$ cat src/rtl/buffer_pair_reader.sv
// Read-side sequencer for a dual-read-port register buffer: walks the buffer, registers operand pairs
// and streams them over valid/ready. Optional continuous mode: BUFFER_PAIR_READER_CONT_EN.
module buffer_pair_reader #(
   parameter int DataWidth   = 8,
   parameter int BufferSize  = 4,
   parameter int BufferWidth = 2
) (
   input  logic                   clk,
   input  logic                   aclr,
   input  logic                   clk_en,
   input  logic                   start,
`ifdef BUFFER_PAIR_READER_CONT_EN
   input  logic                   stop,
`endif
   input  logic [BufferWidth:0]   count,
   input  logic [BufferWidth-1:0] offset,
   output logic [BufferWidth-1:0] R_Addr1,
   output logic [BufferWidth-1:0] R_Addr2,
   input  logic [DataWidth-1:0]   DataIn1,
   input  logic [DataWidth-1:0]   DataIn2,
   output logic                   out_valid,
   input  logic                   out_ready,
   output logic [DataWidth-1:0]   out_data1,
   output logic [DataWidth-1:0]   out_data2,
   output logic                   busy,
   output logic                   done
);

   typedef enum logic [1:0] {
      S_IDLE,
      S_RUN,
      S_DRAIN
   } state_t;

   localparam logic [BufferWidth-1:0] LastIdx = BufferWidth'(BufferSize - 1);
   localparam logic [BufferWidth:0]   SizeExt = (BufferWidth + 1)'(BufferSize);

   state_t                 state_q, state_d;
   logic [BufferWidth-1:0] ptr_q, ptr_d;
   logic [BufferWidth-1:0] addr2_q, addr2_d;
   logic [BufferWidth:0]   issued_q, issued_d;
   logic [BufferWidth:0]   len_q, len_d;
   logic [BufferWidth-1:0] offset_q, offset_d;
   logic                   valid_q, valid_d;
   logic [DataWidth-1:0]   data1_q, data1_d;
   logic [DataWidth-1:0]   data2_q, data2_d;
   logic                   done_q, done_d;

   logic                   load;
   logic                   xfer;
   logic                   last;
   logic                   exit_run;
   logic [BufferWidth-1:0] ptr_inc;
   logic [BufferWidth:0]   issued_nxt;

   // Modular add of two in-range indices; operands are both < BufferSize.
   function automatic logic [BufferWidth-1:0] wrap_add(input logic [BufferWidth-1:0] a,
                                                       input logic [BufferWidth-1:0] b);
      logic [BufferWidth:0] s;
      s = {1'b0, a} + {1'b0, b};
      if (s >= SizeExt) s = s - SizeExt;
      return s[BufferWidth-1:0];
   endfunction

   assign load    = (state_q == S_RUN) && (!valid_q || out_ready);
   assign xfer    = valid_q && out_ready;
   assign last    = (issued_q == (len_q - 1'b1));
   assign ptr_inc = (ptr_q == LastIdx) ? '0 : ptr_q + 1'b1;

`ifdef BUFFER_PAIR_READER_CONT_EN
   assign exit_run   = stop;
   assign issued_nxt = last ? '0 : issued_q + 1'b1;
`else
   assign exit_run   = last;
   assign issued_nxt = issued_q + 1'b1;
`endif

   always_ff @(posedge clk or posedge aclr) begin
      if (aclr) begin
         state_q  <= S_IDLE;
         ptr_q    <= '0;
         addr2_q  <= '0;
         issued_q <= '0;
         len_q    <= '0;
         offset_q <= '0;
         valid_q  <= 1'b0;
         data1_q  <= '0;
         data2_q  <= '0;
         done_q   <= 1'b0;
      end else if (clk_en) begin
         state_q  <= state_d;
         ptr_q    <= ptr_d;
         addr2_q  <= addr2_d;
         issued_q <= issued_d;
         len_q    <= len_d;
         offset_q <= offset_d;
         valid_q  <= valid_d;
         data1_q  <= data1_d;
         data2_q  <= data2_d;
         done_q   <= done_d;
      end
   end

   always_comb begin : next_state
      state_d = state_q;
      case (state_q)
         S_IDLE:  if (start && (count != '0)) state_d = S_RUN;
         S_RUN:   if (load && exit_run) state_d = S_DRAIN;
         S_DRAIN: if (xfer) state_d = S_IDLE;
         default: state_d = S_IDLE;
      endcase
   end

   always_comb begin : datapath
      ptr_d    = ptr_q;
      addr2_d  = addr2_q;
      issued_d = issued_q;
      len_d    = len_q;
      offset_d = offset_q;
      valid_d  = valid_q;
      data1_d  = data1_q;
      data2_d  = data2_q;
      done_d   = 1'b0;
      case (state_q)
         S_IDLE: begin
            if (start) begin
               if (count == '0) begin
                  done_d = 1'b1;
               end else begin
                  len_d    = count;
                  offset_d = offset;
                  ptr_d    = '0;
                  addr2_d  = wrap_add('0, offset);
                  issued_d = '0;
               end
            end
         end
         S_RUN: begin
            // Addresses advance with the load so the next pair is already presented by the buffer.
            if (load) begin
               data1_d  = DataIn1;
               data2_d  = DataIn2;
               valid_d  = 1'b1;
               issued_d = issued_nxt;
               ptr_d    = ptr_inc;
               addr2_d  = wrap_add(ptr_inc, offset_q);
            end
         end
         S_DRAIN: begin
            if (xfer) begin
               valid_d = 1'b0;
               done_d  = 1'b1;
            end
         end
         default: ;
      endcase
   end

   always_comb begin : outputs
      R_Addr1   = ptr_q;
      R_Addr2   = addr2_q;
      out_valid = valid_q;
      out_data1 = data1_q;
      out_data2 = data2_q;
      busy      = (state_q != S_IDLE);
      done      = done_q;
   end

endmodule

$ cat config.mk
export PLATFORM = sky130hd
export DESIGN_NAME = buffer_pair_reader
export DESIGN_NICKNAME = d
export VERILOG_FILES = /design/src/rtl/buffer_pair_reader.sv
export SDC_FILE = /design/constraint.sdc
export NUM_CORES = 1
export LEC_CHECK = 0
export ABC_AREA = 0
export CAP_MARGIN = 20
export CORE_MARGIN = 8
export CORE_UTILIZATION = 44
export DETAILED_ROUTE_END_ITERATION = 10
export GPL_ROUTABILITY_DRIVEN = 0
export PLACE_DENSITY_LB_ADDON = 0.12
export SLEW_MARGIN = 20
export SYNTH_ARGS = -nofsm -noshare
export SYNTH_HDL_FRONTEND = slang
export SYNTH_SLANG_ARGS = --single-unit
$ cat constraint.sdc
create_clock -name clk -period 5.1 [get_ports clk]
set_clock_uncertainty 0.05 [all_clocks]
set_input_delay 0.765 -clock clk [delete_from_list [all_inputs] [get_ports clk]]
set_output_delay 0.765 -clock clk [all_outputs]
set_load 0.01 [all_outputs]
Yosys cells after proc, flatten, opt, wreduce, memory -nomap -nowiden --
Cells that the tools add are included.
Cells by class: $add $sub $neg 6, magnitude comparators 2, equal/unequal tests 10, multiplexer cells 26, bitwise operators 1, reduce and logical (&&, ||, !) cells 17
Operators with widths (count):
- two-way mux 2 bit | 12
- AND reduction 4 bit | 3
- inequality test 2 bit, second input constant | 5
- two-way mux 3 bit | 3
- one-hot mux 2 bit (2 select lines) | 2
- one-hot mux 2 bit (3 select lines) | 1
- one-hot mux 3 bit (2 select lines) | 1
- nonzero test 2 bit | 3
- two-way mux 1 bit | 5
- AND reduction 5 bit | 1
- equality test 2 bit, second input constant | 2
- logical AND 1 bit | 4
- one-hot mux 1 bit (2 select lines) | 2
- subtractor 2 x 1 -> 2 bit, second input constant | 2
- adder 2 x 2 -> 3 bit | 1
- adder 3 x 1 -> 3 bit, second input constant | 1
- equality test 3 bit | 1
- >= comparator 2 x 3 -> 1 bit, second input constant | 1
- >= comparator 3 bit, second input constant | 1
- zero test 3 bit | 1
- AND reduction 3 bit | 1
- nonzero test 3 bit | 1
- subtractor 3 x 1 -> 3 bit, second input constant | 1
- adder 2 x 1 -> 2 bit, second input constant | 1
- other kinds (6) | 6
Word-level totals: register bits 32, input bits 26, output and inout port bits 23, logic and storage cells 72

Depth between registers and ports, before layout --
depth after elaboration 7, gate-level depth with buffers 8, depth with buffers taken out 7

Worst setup path before layout --
No wires, ideal clock.
path kind in2reg, from input clk_en, to register offset_q[0], setup time 0.125 ns, data arrival time 1.696 ns, required time 4.925 ns, setup slack 3.229 ns, stages 5, path buffers 1, cell sequence buf_2 -> nand2b_4 -> nor3b_2 -> nand2_1 -> mux2_2
On the way: word-level cells in the longest chain between the ends 1
Ends and longest elaborated chain:
- start: declaration | line 10 | input logic clk_en,
- AND reduction 4 bit (no line)
- end signal: assignment | line 96 | offset_q <= offset_d;
- end: declaration | line 43 | logic [BufferWidth-1:0] offset_q, offset_d;
Every way passes these cells. A chain may end at the register's enable or synchronous reset.

Worst setup path in the final report --
from register state_q[1], to output busy
On the way: word-level cells in the longest chain between the ends 1
Ends and longest elaborated chain:
- start: declaration | line 38 | state_t state_q, state_d;
- start signal: assignment | line 91 | state_q <= state_d;
- nonzero test 2 bit | line 165 | busy = (state_q != S_IDLE);
- end: declaration | line 25 | output logic busy,
Every way passes these cells.

==> results.txt <==
Status = completed
Worst slew pin tran = 0.431 ns
Hold EP = out_data1[0]$_DFFE_PP0P_
Clock buffer count from CTS = 5
# setup viols final = 0
Initial antenna violation count = 0
# fillers = 283
Clk sink count = 32
Via-to-Cell Ratio = 4.91
FF-to-FF End = R_Addr2[1]$_DFFE_PP0P_
Synth Area per Inst = 12.8 um^2
Largest net degree at the start of global routing = 33
Vias in the first global route = 1170
Post-Syn Area = 1550 um^2
Setup Buffers After CTS = 0
Final Hold Fails = 0
CTS max path bufs = 2
Antenna viol nets, final = 0
Diodes inserted = 0
Sum of negative setup slack = 0 ns
Resized cells post-CTS = 0
Tot GR Track Use = 12.9%
Yosys top cell area share = 51.5%
Layout cells sized above 1 = 20.8%
Slew HR = 71.0%
Top post-synthesis cells by area = dfrtp_1, mux2_2, mux2_4
Number of synthesized register bits = 32
First-pass GRT wire length = 5530 um
Critical path class = flop to output pin
Total number of vias = 1076
Worst r2r path cells = 7
Routed WL = 3400 um
Initial DRC count = 42
Fraction of the yosys area taken by sequential cells = 51.5%
DIE AREA = 5690 um^2
Nets@finish = 202
Clock transition at the registers of the reported paths = 0.10 ns
Area Growth Syn to Fin = 36.2%
Post-synth top area cell = dfrtp_1
R2r setup slk = 3.24 ns
VDD IR max = 0.310 mV
Yosys Warn Count = 0
Die H = 75.4 um
Setup crit start kind = flop
TritonCTS clock tree = built
Hold Crit Class = flop to flop
Clk Latency, worst-skew pair = 0.34 ns
Part of the cycle the worst path needs = 47.9%
Netlist cell types = 32
Final slew viol count = 0
Initial Util = 46.2%
Crit path DAT = 1.63 ns
H-tree depth = 2
Reg-to-reg critical path startpoint = R_Addr1[0]$_DFFE_PP0P_
WL/cell = 15.5 um
Hold-fix buffers, CTS = 0
PwrDens = 583 nW/um^2
Gr ovfl total = 0
Hold Crit Start = out_data1[0]$_DFFE_PP0P_
First-pass iteration count of the detailed router = 4
Worst path required time = 4.28 ns
Synthesized instance count = 121
Hold depth = 1
Crit. End Element = output pin
RSZ-0062 raised after global routing = false
Fin crit period = 2.44 ns
Root buffer cell = clkbuf_4
Die W = 75.4 um
Post-DP HPWL = 2510 um
Synthesized Nets = 151
Cell leakage power = 0.922 nW
Top-Level Pins = 49
# rows = 21
Min Hold Slack = 0.468 ns
DRC viols = 0
FMAX = 0.409 GHz
Core ar. = 3360 um^2
I/O Buffers = 48
Max Cap Viol = 0
Crit Path Max Fanout = 7
layout make-up:
class	instances	area, um^2	share of cell area (%)
Clock buffer	6	41.3	1.95
Inverter	11	41.3	1.95
Sequential cell	32	801	37.8
Tap cell	46	57.6	2.72
Timing Repair Buffer	49	488	23.0
Multi-Input combinational cell	73	653	30.9
Clock inverter	2	35.0	1.65
flip-flops by register name, indices dropped and copies added, names as in the netlist, 2 cells and up:
| register | cells |
|---|---|
| state_q | 2 |
| out_data1 | 8 |
| out_data2 | 8 |
| issued_q | 3 |
| R_Addr2 | 2 |
| offset_q | 2 |
| R_Addr1 | 2 |
| len_q | 3 |
per-stage QoR:
stage	instances	worst slack (ns)	area (um^2)	utilization, %	total power [mW]
after floorplan	121	3.23	1550	-	0.820
after global placement	211	2.62	2040	60.7	1.04
after detailed placement	211	2.57	2040	60.7	1.05
after CTS	219	2.64	2120	62.9	1.25
after global routing	219	2.62	2120	62.9	1.32
final	219	2.66	2120	62.9	1.23
placed cells by master (no fill, tap or decap):
cell / Yosys / layout
inv_1: 11 / 11
nor3b_2: 1 / 1
mux2i_1: 2 / 2
a21oi_1: 3 / 3
ha_1: 4 / 4
o221ai_1: 1 / 1
clkbuf_4: 0 / 5
clkbuf_1: 0 / 1
and2_1: 1 / 1
a32o_1: 1 / 1
nand2b_4: 1 / 1
a22o_1: 3 / 3
and3_4: 1 / 1
nor3b_1: 1 / 1
nor2_1: 2 / 2
nor4b_1: 1 / 1
nor4_1: 1 / 1
mux2_2: 14 / 14
nor2b_4: 1 / 1
clkinv_2: 0 / 1
nand2b_1: 1 / 1
mux2_4: 8 / 8
nor2b_1: 1 / 1
o21ai_0: 6 / 6
nand3_1: 1 / 1
dfrtp_1: 32 / 32
xnor2_1: 6 / 6
clkdlybuf4s50_1: 0 / 48
or3_1: 1 / 1
nand2_1: 8 / 8
or2_2: 1 / 1
o22ai_1: 1 / 1
buf_4: 0 / 1
a21oi_2: 1 / 1
bufinv_16: 0 / 1
power by group:
| group | total (mW) | internal (mW) | switching, mW |
|---|---|---|---|
| Sequential | 0.453 | 0.370 | 0.0827 |
| Combinational | 0.588 | 0.369 | 0.219 |
| Clock | 0.193 | 0.103 | 0.0901 |
| Total | 1.23 | 0.842 | 0.392 |
per-layer routing:
metal,wire length (um),track usage [%],vias to the layer above
li1,-,-,517
met1,1370,14.0,519
met2,1670,21.4,32
met3,289,5.13,8
met4,70,6.40,0
met5,0,0,-
kinds of logic (layout without fill, tap and decap cells):
family / count (synthesis) / in the layout / synth area share, %
flops: 32 / 32 / 51.5
mux: 24 / 24 / 19.2
simple gates: 23 / 23 / 9.50
compound gates: 16 / 16 / 6.76
buf+inv: 16 / 68 / 6.44
xor+xnor: 6 / 6 / 3.38
fa+ha+maj: 4 / 4 / 3.22
worst max-delay path, stage by stage, from the launching register on:
cell             delay, ns
dfrtp_1               0.49
or2_2                 0.32
clkdlybuf4s50_1       0.48
Yosys cell counts:
| library cell | number |
|---|---|
| dfrtp_1 | 32 |
| mux2_2 | 14 |
| inv_1 | 11 |
| mux2_4 | 8 |
| nand2_1 | 8 |
| o21ai_0 | 6 |
| xnor2_1 | 6 |
| ha_1 | 4 |
| a21oi_1 | 3 |
| a22o_1 | 3 |
| buf_6 | 3 |
| mux2i_1 | 2 |
| nor2_1 | 2 |
| a21oi_2 | 1 |
| a32o_1 | 1 |
| and2_1 | 1 |
| and3_4 | 1 |
| buf_12 | 1 |
| buf_2 | 1 |
| nand2b_1 | 1 |
| nand2b_4 | 1 |
| nand3_1 | 1 |
| nor2b_1 | 1 |
| nor2b_4 | 1 |
| nor3b_1 | 1 |
| nor3b_2 | 1 |
| nor4_1 | 1 |
| nor4b_1 | 1 |
| o221ai_1 | 1 |
| o22ai_1 | 1 |
| or2_2 | 1 |
| or3_1 | 1 |
worst max-delay path by stage:
stage                                start                       to  slack [ns]  cells after the start
finish              state_q[1]$_DFFE_PP0P_                     busy        2.66                      2
global route        state_q[1]$_DFFE_PP0P_                     busy        2.62                      2
CTS                 state_q[1]$_DFFE_PP0P_                     busy        2.64                      2
detailed placement                  clk_en  offset_q[0]$_DFFE_PP0P_        2.57                      5
global placement                    clk_en  offset_q[1]$_DFFE_PP0P_        2.62                      5
floorplan                           clk_en  offset_q[0]$_DFFE_PP0P_        3.23                      5
Power figures use the tool's default switching activity.
